`config.mk`:
```
export PLATFORM = sky130hd
export DESIGN_NAME = laser_point_feeder_flat
export DESIGN_NICKNAME = d
export VERILOG_FILES = /design/src/rtl/laser_point_feeder_if.sv /design/src/rtl/laser_point_feeder.sv /design/src/flat_wrapper.sv
export SDC_FILE = /design/constraint.sdc
export NUM_CORES = 1
export LEC_CHECK = 0
export ABC_AREA = 1
export CORE_UTILIZATION = 39
export DETAILED_ROUTE_END_ITERATION = 12
export PLACE_DENSITY = 0.59
export SLEW_MARGIN = 30
export SYNTH_ARGS = -nofsm -noshare
export SYNTH_HDL_FRONTEND = slang
export SYNTH_SLANG_ARGS = --single-unit
export TNS_END_PERCENT = 10
```
`constraint.sdc`:
```
create_clock -name clk -period 10.3 [get_ports clk]
set_input_delay 1.03 -clock clk [delete_from_list [all_inputs] [get_ports clk]]
set_output_delay 1.03 -clock clk [all_outputs]
set_load 0.02 [all_outputs]
```
`src/rtl/laser_point_feeder_if.sv`:
```
// rtl/laser_point_feeder_if.sv - host point/result port and engine stimulus port of the point feeder
interface laser_point_feeder_if;
    logic       pt_we;
    logic [5:0] pt_addr;
    logic [3:0] pt_x;
    logic [3:0] pt_y;
    logic       start;
    logic       busy;
    logic       las_rst;
    logic [3:0] las_x;
    logic [3:0] las_y;
    logic       las_done;
    logic [3:0] las_c1x;
    logic [3:0] las_c1y;
    logic [3:0] las_c2x;
    logic [3:0] las_c2y;
    logic [3:0] res_c1x;
    logic [3:0] res_c1y;
    logic [3:0] res_c2x;
    logic [3:0] res_c2y;
    logic [5:0] res_score;
    logic       res_valid;
    logic       err_timeout;

    // slave is the feeder itself; master is the host plus engine environment
    modport slave (
        input  pt_we, pt_addr, pt_x, pt_y, start,
        input  las_done, las_c1x, las_c1y, las_c2x, las_c2y,
        output busy, las_rst, las_x, las_y,
        output res_c1x, res_c1y, res_c2x, res_c2y, res_score, res_valid, err_timeout
    );
    modport master (
        output pt_we, pt_addr, pt_x, pt_y, start,
        output las_done, las_c1x, las_c1y, las_c2x, las_c2y,
        input  busy, las_rst, las_x, las_y,
        input  res_c1x, res_c1y, res_c2x, res_c2y, res_score, res_valid, err_timeout
    );
endinterface

```
`src/rtl/laser_point_feeder.sv`:
```
// rtl/laser_point_feeder.sv - feeds a point set to the laser engine, captures centres, scores coverage
module laser_point_feeder #(
    parameter int NUM_PTS   = 40,
    parameter int RADIUS_SQ = 16,
    parameter int TIMEOUT   = 16383
) (
    input logic                 clk,
    input logic                 rst,
    laser_point_feeder_if.slave bus
);
    typedef enum logic [2:0] {IDLE, FEED, WAIT_DONE, SCORE, REPORT} state_t;

    localparam int         TW   = $clog2(TIMEOUT + 1);
    localparam logic [5:0] LAST = 6'(NUM_PTS - 1);
    localparam logic [5:0] NPTS = 6'(NUM_PTS);

    state_t        state, next_state;
    logic [5:0]    idx;
    logic [TW-1:0] tmo;
    logic [5:0]    acc;
    logic [3:0]    mem_x [NUM_PTS];
    logic [3:0]    mem_y [NUM_PTS];
    logic          wr_en;
    logic [5:0]    rd_idx;
    logic [3:0]    rd_x, rd_y;
    logic          tmo_hit, covered;
    logic          busy_d, las_rst_d;
    logic [3:0]    las_x_d, las_y_d;

    function automatic logic [8:0] dist_sq(input logic [3:0] ax, ay, bx, by);
        logic signed [4:0] dx, dy;
        logic [3:0]        adx, ady;
        logic [7:0]        sqx, sqy;
        dx  = $signed({1'b0, ax}) - $signed({1'b0, bx});
        dy  = $signed({1'b0, ay}) - $signed({1'b0, by});
        adx = dx[4] ? 4'(-dx) : dx[3:0];
        ady = dy[4] ? 4'(-dy) : dy[3:0];
        sqx = {4'b0, adx} * {4'b0, adx};
        sqy = {4'b0, ady} * {4'b0, ady};
        return {1'b0, sqx} + {1'b0, sqy};
    endfunction

    assign wr_en   = bus.pt_we && (state == IDLE) && (bus.pt_addr < NPTS);
    assign tmo_hit = (tmo == TW'(TIMEOUT - 1));
    assign rd_idx  = (state == FEED && idx != LAST) ? idx + 6'd1 : 6'd0;
    assign covered = (dist_sq(mem_x[idx], mem_y[idx], bus.res_c1x, bus.res_c1y) <= 9'(RADIUS_SQ)) ||
                     (dist_sq(mem_x[idx], mem_y[idx], bus.res_c2x, bus.res_c2y) <= 9'(RADIUS_SQ));

    // A write in the start cycle must reach the first fed point, hence the bypass
    always_comb begin
        rd_x = mem_x[rd_idx];
        rd_y = mem_y[rd_idx];
        if (wr_en && bus.pt_addr == rd_idx) begin
            rd_x = bus.pt_x;
            rd_y = bus.pt_y;
        end
    end

    always_ff @(posedge clk) begin
        if (wr_en) begin
            mem_x[bus.pt_addr] <= bus.pt_x;
            mem_y[bus.pt_addr] <= bus.pt_y;
        end
    end

    always_comb begin
        next_state = state;
        case (state)
            IDLE:      if (bus.start) next_state = FEED;
            FEED:      if (idx == LAST) next_state = WAIT_DONE;
            WAIT_DONE: begin
                if (bus.las_done)  next_state = SCORE;
                else if (tmo_hit)  next_state = IDLE;
            end
            SCORE:     if (idx == LAST) next_state = REPORT;
            REPORT:    next_state = IDLE;
            default:   next_state = IDLE;
        endcase
    end

    // Output values are decoded from the upcoming state so they register alongside it
    always_comb begin
        busy_d    = (next_state != IDLE);
        las_rst_d = (next_state == IDLE) || (next_state == SCORE) || (next_state == REPORT);
        las_x_d   = 4'd0;
        las_y_d   = 4'd0;
        if (next_state == FEED) begin
            las_x_d = rd_x;
            las_y_d = rd_y;
        end
    end

    always_ff @(posedge clk) begin
        if (rst) begin
            state           <= IDLE;
            idx             <= '0;
            tmo             <= '0;
            acc             <= '0;
            bus.busy        <= 1'b0;
            bus.las_rst     <= 1'b1;
            bus.las_x       <= '0;
            bus.las_y       <= '0;
            bus.res_c1x     <= '0;
            bus.res_c1y     <= '0;
            bus.res_c2x     <= '0;
            bus.res_c2y     <= '0;
            bus.res_score   <= '0;
            bus.res_valid   <= 1'b0;
            bus.err_timeout <= 1'b0;
        end else begin
            state         <= next_state;
            bus.busy      <= busy_d;
            bus.las_rst   <= las_rst_d;
            bus.las_x     <= las_x_d;
            bus.las_y     <= las_y_d;
            bus.res_valid <= 1'b0;
            case (state)
                IDLE: begin
                    if (bus.start) begin
                        idx             <= '0;
                        bus.err_timeout <= 1'b0;
                    end
                end
                FEED: begin
                    idx <= (idx == LAST) ? 6'd0 : idx + 6'd1;
                    tmo <= '0;
                end
                WAIT_DONE: begin
                    if (bus.las_done) begin
                        bus.res_c1x <= bus.las_c1x;
                        bus.res_c1y <= bus.las_c1y;
                        bus.res_c2x <= bus.las_c2x;
                        bus.res_c2y <= bus.las_c2y;
                        idx         <= '0;
                        acc         <= '0;
                    end else if (tmo_hit) begin
                        bus.err_timeout <= 1'b1;
                        bus.res_valid   <= 1'b1;
                        bus.res_score   <= '0;
                    end else begin
                        tmo <= tmo + 1'b1;
                    end
                end
                SCORE: begin
                    acc <= acc + 6'(covered);
                    idx <= (idx == LAST) ? 6'd0 : idx + 6'd1;
                    if (idx == LAST) begin
                        bus.res_score <= acc + 6'(covered);
                        bus.res_valid <= 1'b1;
                    end
                end
                default: ;
            endcase
        end
    end
endmodule

```
`src/flat_wrapper.sv`:
```
// flat-port wrapper written by rule: the top's interface ports become plain ports
module laser_point_feeder_flat 
#(
    parameter int NUM_PTS   = 40,
    parameter int RADIUS_SQ = 16,
    parameter int TIMEOUT   = 16383
)
  (clk, rst, bus_pt_we, bus_pt_addr, bus_pt_x, bus_pt_y, bus_start, bus_las_done, bus_las_c1x, bus_las_c1y, bus_las_c2x, bus_las_c2y, bus_busy, bus_las_rst, bus_las_x, bus_las_y, bus_res_c1x, bus_res_c1y, bus_res_c2x, bus_res_c2y, bus_res_score, bus_res_valid, bus_err_timeout);
  laser_point_feeder_if bus_i ();
  input logic clk;
  input logic rst;
  input wire logic [$bits(bus_i.pt_we)-1:0] bus_pt_we;
  input wire logic [$bits(bus_i.pt_addr)-1:0] bus_pt_addr;
  input wire logic [$bits(bus_i.pt_x)-1:0] bus_pt_x;
  input wire logic [$bits(bus_i.pt_y)-1:0] bus_pt_y;
  input wire logic [$bits(bus_i.start)-1:0] bus_start;
  input wire logic [$bits(bus_i.las_done)-1:0] bus_las_done;
  input wire logic [$bits(bus_i.las_c1x)-1:0] bus_las_c1x;
  input wire logic [$bits(bus_i.las_c1y)-1:0] bus_las_c1y;
  input wire logic [$bits(bus_i.las_c2x)-1:0] bus_las_c2x;
  input wire logic [$bits(bus_i.las_c2y)-1:0] bus_las_c2y;
  output wire logic [$bits(bus_i.busy)-1:0] bus_busy;
  output wire logic [$bits(bus_i.las_rst)-1:0] bus_las_rst;
  output wire logic [$bits(bus_i.las_x)-1:0] bus_las_x;
  output wire logic [$bits(bus_i.las_y)-1:0] bus_las_y;
  output wire logic [$bits(bus_i.res_c1x)-1:0] bus_res_c1x;
  output wire logic [$bits(bus_i.res_c1y)-1:0] bus_res_c1y;
  output wire logic [$bits(bus_i.res_c2x)-1:0] bus_res_c2x;
  output wire logic [$bits(bus_i.res_c2y)-1:0] bus_res_c2y;
  output wire logic [$bits(bus_i.res_score)-1:0] bus_res_score;
  output wire logic [$bits(bus_i.res_valid)-1:0] bus_res_valid;
  output wire logic [$bits(bus_i.err_timeout)-1:0] bus_err_timeout;
  assign bus_i.pt_we = bus_pt_we;
  assign bus_i.pt_addr = bus_pt_addr;
  assign bus_i.pt_x = bus_pt_x;
  assign bus_i.pt_y = bus_pt_y;
  assign bus_i.start = bus_start;
  assign bus_i.las_done = bus_las_done;
  assign bus_i.las_c1x = bus_las_c1x;
  assign bus_i.las_c1y = bus_las_c1y;
  assign bus_i.las_c2x = bus_las_c2x;
  assign bus_i.las_c2y = bus_las_c2y;
  assign bus_busy = bus_i.busy;
  assign bus_las_rst = bus_i.las_rst;
  assign bus_las_x = bus_i.las_x;
  assign bus_las_y = bus_i.las_y;
  assign bus_res_c1x = bus_i.res_c1x;
  assign bus_res_c1y = bus_i.res_c1y;
  assign bus_res_c2x = bus_i.res_c2x;
  assign bus_res_c2y = bus_i.res_c2y;
  assign bus_res_score = bus_i.res_score;
  assign bus_res_valid = bus_i.res_valid;
  assign bus_err_timeout = bus_i.err_timeout;
  laser_point_feeder #(.NUM_PTS(NUM_PTS), .RADIUS_SQ(RADIUS_SQ), .TIMEOUT(TIMEOUT)) u_core (.clk(clk), .rst(rst), .bus(bus_i));
endmodule
```
==> metrics.cfg, run 1 <==
[outcome]
outcome=complete, but fails checks
violations=DRC

[pwr]
power.switching_mw=1.407
power_density_nw_per_um2=180.1
p_comb_share_pct=27.8
p_total_mw=4.427
ir_drop_mv=0.1216
seqPwrFrac_pct=38.8
pwr-share-clk_pct=33.4
p_leak_nw=9.762
swShare_pct=31.78
p_int_mw=3.020

[cells_and_area]
syn2layout_area_growth_pct=10.52
drive_gt1_share_pct=4.725
final_common_cell=inv_1
final_nets=2692
fin_util_pct=43.58
final_cell_mix=416 x inv_1, 320 x edfxtp_1, 319 x nand3_1

[min_path]
hp-class=reg2reg
hold_path_depth=2
worstHoldStart=u_core.bus.err_timeout
min_to=u_core.bus.err_timeout

[worst_setup_path]
r2r-end=u_core.acc[4]
slowest_stage=dfxtp_4
path_class=reg2reg
critPathLaunchType=flop
critPathMaxFanout=82
ff2ff_setup_slack_ns=1.68
critPathRequiredTime_ns=10.79
cp.arrival_ns=9.11
cpPeakStageDelay_ns=0.97
cp-end-kind=flop
rr_worst_depth=40

[sta]
max_freq_mhz=116.0
fin_crit_sh_pct=83.70
tns_ns=0
period_needed_ns=8.621
hold_viol_final=0
slew_headroom_pct=31.15
worst_clock_skew_ns=0.01393
worstMarginPinSlew_ns=1.033
finalSetupViolCount=0
rsz0062_at_grt=false
maxSlewViolCount=0

[grt]
overflow=0
grt_pass1_wl_um=104900
grt_pass1_vias=17699
grt_max_degree=225
antenna_found_initial=2
grtUsageTotal_pct=23.85

[logic_synthesis]
netlist_area_um2=22230
synth.avg_cell_area_um2=8.545
ys.flop_type=edfxtp_1
ys_ff_latch=389
yosys_warnings=0
synth_fp_nets=2722
synth_cell_type_count=47
synth_top_area_share_pct=43.22
synth_edf_count=320
ys_seq_area_share_pct=49.43
synthArstFlopShare_pct=0
yosysTopAreaCell=edfxtp_1
yosys-top-cells-area=edfxtp_1 43%, nand3_1 7.2%, inv_1 7.0%
netlist_instances=2602

[route]
wl_met1_um=29170
drtPass1Iterations=10
drcViolationCount=4
drt.antenna.violating_nets=0
routed_via_density=5.625
wl_met3_um=6355
via_count=18899
routedWlPerCell_um=20.61
top_layer_used=met5
drtIter0Drc=1962
wl_met2_um=31010
wl_um=69250

[floorplanning]
die_x_um=240.8
initial_core_util_pct=39.43
die-area_um2=57970
die_y_um=240.8
ios=69
std_cell_rows=87
core-area_um2=56390

[clocking]
cts_buffers=44
max-clock-path-buffers=3
root_buffer=clkbuf_16
cts.clk_slew.worst_paths_ns=0.06
cts_resized=0
hold_buffers=0
cts_setup_buffers=0
htreeDepth=2
numClockSinks=389
cts_tree=built
clock_latency_ns=0.58

[job]
maxCapViolations=0

[place]
gp_congestion=0.9008
portBuffers=68
hpwl_um=43000

-- critical path, delay by kind of cell, from the launching register on --
| family | cells | cell delay [ns] |
|---|---|---|
| AND/OR/NAND/NOR | 11 | 1.39 |
| XOR/XNOR | 2 | 0.32 |
| flip-flops | 1 | 0.97 |
| adder cells (fa/ha/maj) | 9 | 3.12 |
| AO/OA/AOI/OAI | 10 | 1.72 |
| buffers and inverters | 8 | 0.96 |
-- worst max-delay path by stage --
stage,to,slack (ns)
floorplan,u_core.acc[4],3.13
global placement,u_core.acc[4],1.94
detailed placement,u_core.acc[4],1.72
CTS,u_core.acc[4],1.71
global route,u_core.acc[4],0.95
finish,u_core.acc[4],1.68
-- through the flow --
step / cell area, um2 / worst slack, ns / instances / hold slack (ns)
after global routing: 24570 / 0.9504 / 3359 / 0.4950
after CTS: 24550 / 1.707 / 3359 / 0.4682
after detailed placement: 23250 / 1.717 / 3282 / 0.4586
after global placement: 23250 / 1.939 / 3282 / 0.4529
after floorplan: 22230 / 3.130 / 2602 / 0.4454
final: 24570 / 1.679 / 3360 / 0.4658
-- cell usage after synthesis (4+ instances only) --
cell type,instances
edfxtp_1,320
a21oi_1,178
nand2_1,290
o21bai_1,6
o21ai_1,13
nor3_1,8
nand4_1,122
inv_1,417
nand3_1,319
nor2_1,191
o211ai_1,4
ha_1,59
fa_1,26
a221oi_1,10
clkbuf_1,81
xor2_1,15
buf_4,13
buf_6,6
dfxtp_1,69
o21ai_0,311
a31oi_1,4
buf_1,9
buf_2,55
or2_2,11
xnor2_1,10
nand3b_1,5
o221ai_1,12
-- registers in the layout (all words and copies together), names as in the netlist, named ones only --
signal / count
u_core.bus.busy: 1
u_core.idx: 6
u_core.bus.las_rst: 1
u_core.bus.res_c2y: 4
u_core.bus.res_score: 6
u_core.tmo: 14
u_core.bus.res_c1y: 4
u_core.bus.res_c2x: 4
u_core.state: 3
u_core.bus.res_valid: 1
u_core.acc: 6
u_core.mem_x: 160
u_core.bus.err_timeout: 1
u_core.mem_y: 160
u_core.bus.las_x: 4
u_core.bus.res_c1x: 4
u_core.bus.las_y: 4
-- logic make-up after synthesis --
logic type,Yosys count,share of synthesized area (%)
flops,389,49.43
simple gates,965,20.20
compound gates,551,13.08
fa+ha+maj,85,5.661
buf+inv,587,10.64
xor+xnor,25,0.9848
-- area by class of cell --
| cell class | count | area, um2 |
|---|---|---|
| Tap cell | 756 | 945.9 |
| Sequential cell | 389 | 11000 |
| Fill cell | 5448 | 31810 |
| Multi-Input combinational cell | 1626 | 8900 |
| Inverter | 423 | 1589 |
| Antenna cell | 1 | 2.502 |
| Clock buffer | 64 | 1211 |
| Clock inverter | 13 | 95.09 |
| Timing Repair Buffer | 88 | 832.0 |
-- metal layers --
layer | global-route usage, % | up-vias
met2 | 36.94 | 952
li1 | - | 8806
met5 | 0 | -
met4 | 9.973 | 2
met3 | 4.689 | 157
met1 | 32.57 | 8982
-- power groups by stage --
stage | Combinational (mW) | Sequential, mW | Clock, mW
3_3_place_gp | 1.18 | 1.75 | 0
4_1_cts | 1.24 | 1.72 | 1.50
6_report | 1.23 | 1.72 | 1.48
5_1_grt | 1.42 | 1.72 | 1.56
3_5_place_dp | 1.23 | 1.75 | 0
2_1_floorplan | 0.905 | 1.75 | 0
No activity file was read; power rests on OpenSTA's default activity.
==> run 2: changes to the inputs <==
==> constraint.sdc (replaced) <==
create_clock -name clk -period 8.66 [get_ports clk]
set_input_delay 0.866 -clock clk [delete_from_list [all_inputs] [get_ports clk]]
set_output_delay 0.866 -clock clk [all_outputs]
set_load 0.02 [all_outputs]
==> run 2 against run 1 <==
Against the previous run: the run now ends clean; worst setup slack got worse by 1.1 ns; count of clock-buffer cells in the layout decreased by 2; core utilization increased by 0.76 points; critical endpoint unchanged.
==> metrics.cfg, run 2 (synthesis results as in run 1) <==
[pwr]
p_leak_nw=9.979
p_total_mw=5.329
power.switching_mw=1.682
p_comb_share_pct=27.9
p_int_mw=3.647
swShare_pct=31.56
ir_drop_mv=0.2238
power_density_nw_per_um2=213.1
seqPwrFrac_pct=38.3
pwr-share-clk_pct=33.8

[route]
drtIter0Drc=2018
via_count=19250
drtPass1Iterations=7
drt.antenna.violating_nets=0
drcViolationCount=0
wl_um=71450
routed_via_density=5.673
routedWlPerCell_um=21.06

[cells_and_area]
largest_registers=u_core.mem_x x160, u_core.mem_y x160, u_core.tmo x14
final_cell_mix=416 x inv_1, 320 x edfxtp_1, 319 x nand3_1
n_antenna_cell=0
num-fill-cells=5495
syn2layout_area_growth_pct=12.45
drive_gt1_share_pct=6.219
final_nets=2721
fin_util_pct=44.34
design_area_um2=25000
final_common_cell=inv_1
layoutNonFillerInstCount=3393

[clocking]
hold_buffers=0
htreeDepth=2
clock_latency_ns=0.59
cts.clk_slew.worst_paths_ns=0.06
numClockSinks=389
root_buffer=clkbuf_16
cts_buffers=44
cts_tree=built
max-clock-path-buffers=3

[sta]
fin_crit_sh_pct=93.51
period_needed_ns=8.098
tns_ns=0
postLayoutSetupSlackWorst_ns=0.5623
worst_clock_skew_ns=0.01909
finalSetupViolCount=0
hold_viol_final=0
maxSlewViolCount=0
slew_headroom_pct=32.65
hold-worst-slack_ns=0.4804
worstMarginPinSlew_ns=1.007
max_freq_mhz=123.5

[floorplanning]
die_x_um=240.8
die-area_um2=57970
initial_core_util_pct=39.43
std_cell_rows=87
die_y_um=240.8
ios=69
core-area_um2=56390

[place]
gp_congestion=0.9280
portBuffers=68
hpwl_um=44620
dp_cells=3304
placed_cell_area_um2=23450
post-place-ws_ns=0.2592

[worst_setup_path]
slowest_stage=fa_1
critPathMaxFanout=36
cp.arrival_ns=8.58
path_class=reg2reg
critPathBufInv=8
critPathLaunchType=flop
cp_top_family=adder cells
cpPeakStageDelay_ns=0.56
critPathRequiredTime_ns=9.14
cp-end-kind=flop

[min_path]
hp-class=reg2reg

[grt]
grt_pass1_wl_um=107800
grtUsageTotal_pct=24.49
overflow=0
grt_max_degree=177
grt_pass1_vias=18234
antenna_found_initial=1

[job]
maxCapViolations=0

[outcome]
outcome=complete, no violations

## run 2: changes by cell type in the layout (fill, tap and decap cells not counted), sizes merged
cell / previous run / this run
clkbuf: 64 / 63
bufinv: 1 / 2
inv: 423 / 420
buf: 27 / 55
diode: 1 / 0
clkinv: 12 / 21
## run 2: path summary, 6_finish.rpt
check	startpoint	end	slack, ns	depth (start not counted)
worst max-delay path	flop	u_core.acc[4]	0.56	39
worst min-delay path	u_core.bus.err_timeout	u_core.bus.err_timeout	0.48	2
worst max register to register	flop	u_core.acc[4]	0.56	39
worst min register to register	u_core.bus.err_timeout	u_core.bus.err_timeout	0.48	2
## run 2: final cells by class
| type | instances | area [um2] | share of cell area (%) |
|---|---|---|---|
| clock inverter | 20 | 146.4 | 0.5855 |
| timing repair buffer | 117 | 1147 | 4.589 |
| clock buffer | 62 | 1211 | 4.844 |
| multi-input combinational | 1626 | 8961 | 35.84 |
| tap | 756 | 945.9 | 3.783 |
| sequential | 389 | 11000 | 43.99 |
| inverter | 423 | 1593 | 6.370 |
## run 2: power by group through the flow
stage               registers (mW)  clock network [mW]  logic, mW
global route                  2.04                1.90       1.72
finish                        2.04                1.80       1.49
detailed placement            2.08                   0       1.46
floorplan                     2.08                   0       1.08
CTS                           2.04                1.83       1.47
global placement              2.08                   0       1.43
## run 2: metal layers
layer  GRT usage (%)  wire length (um)  vias to the layer above
met3           4.529              6689                      175
met4           9.858              2790                        2
li1                -                 -                     8868
met1           33.33             30010                     9221
met5               0                11                        -
met2           38.43             31950                      984
## run 2: worst reg2reg max path, delay by kind of cell (launching register included)
family / cells / cell delay [ns]
AOI/OAI and AO/OA: 11 / 2.02
and+or+nand+nor: 9 / 1.04
adders and majority gates: 9 / 3.17
xor gates and xnor gates: 2 / 0.43
DFF: 1 / 0.49
buffers and inverters: 8 / 0.86
## run 2: repair_timing
item	in CTS	in global routing
setup endpoints to repair	0	9
setup buffers	0	5
resized for setup	0	16
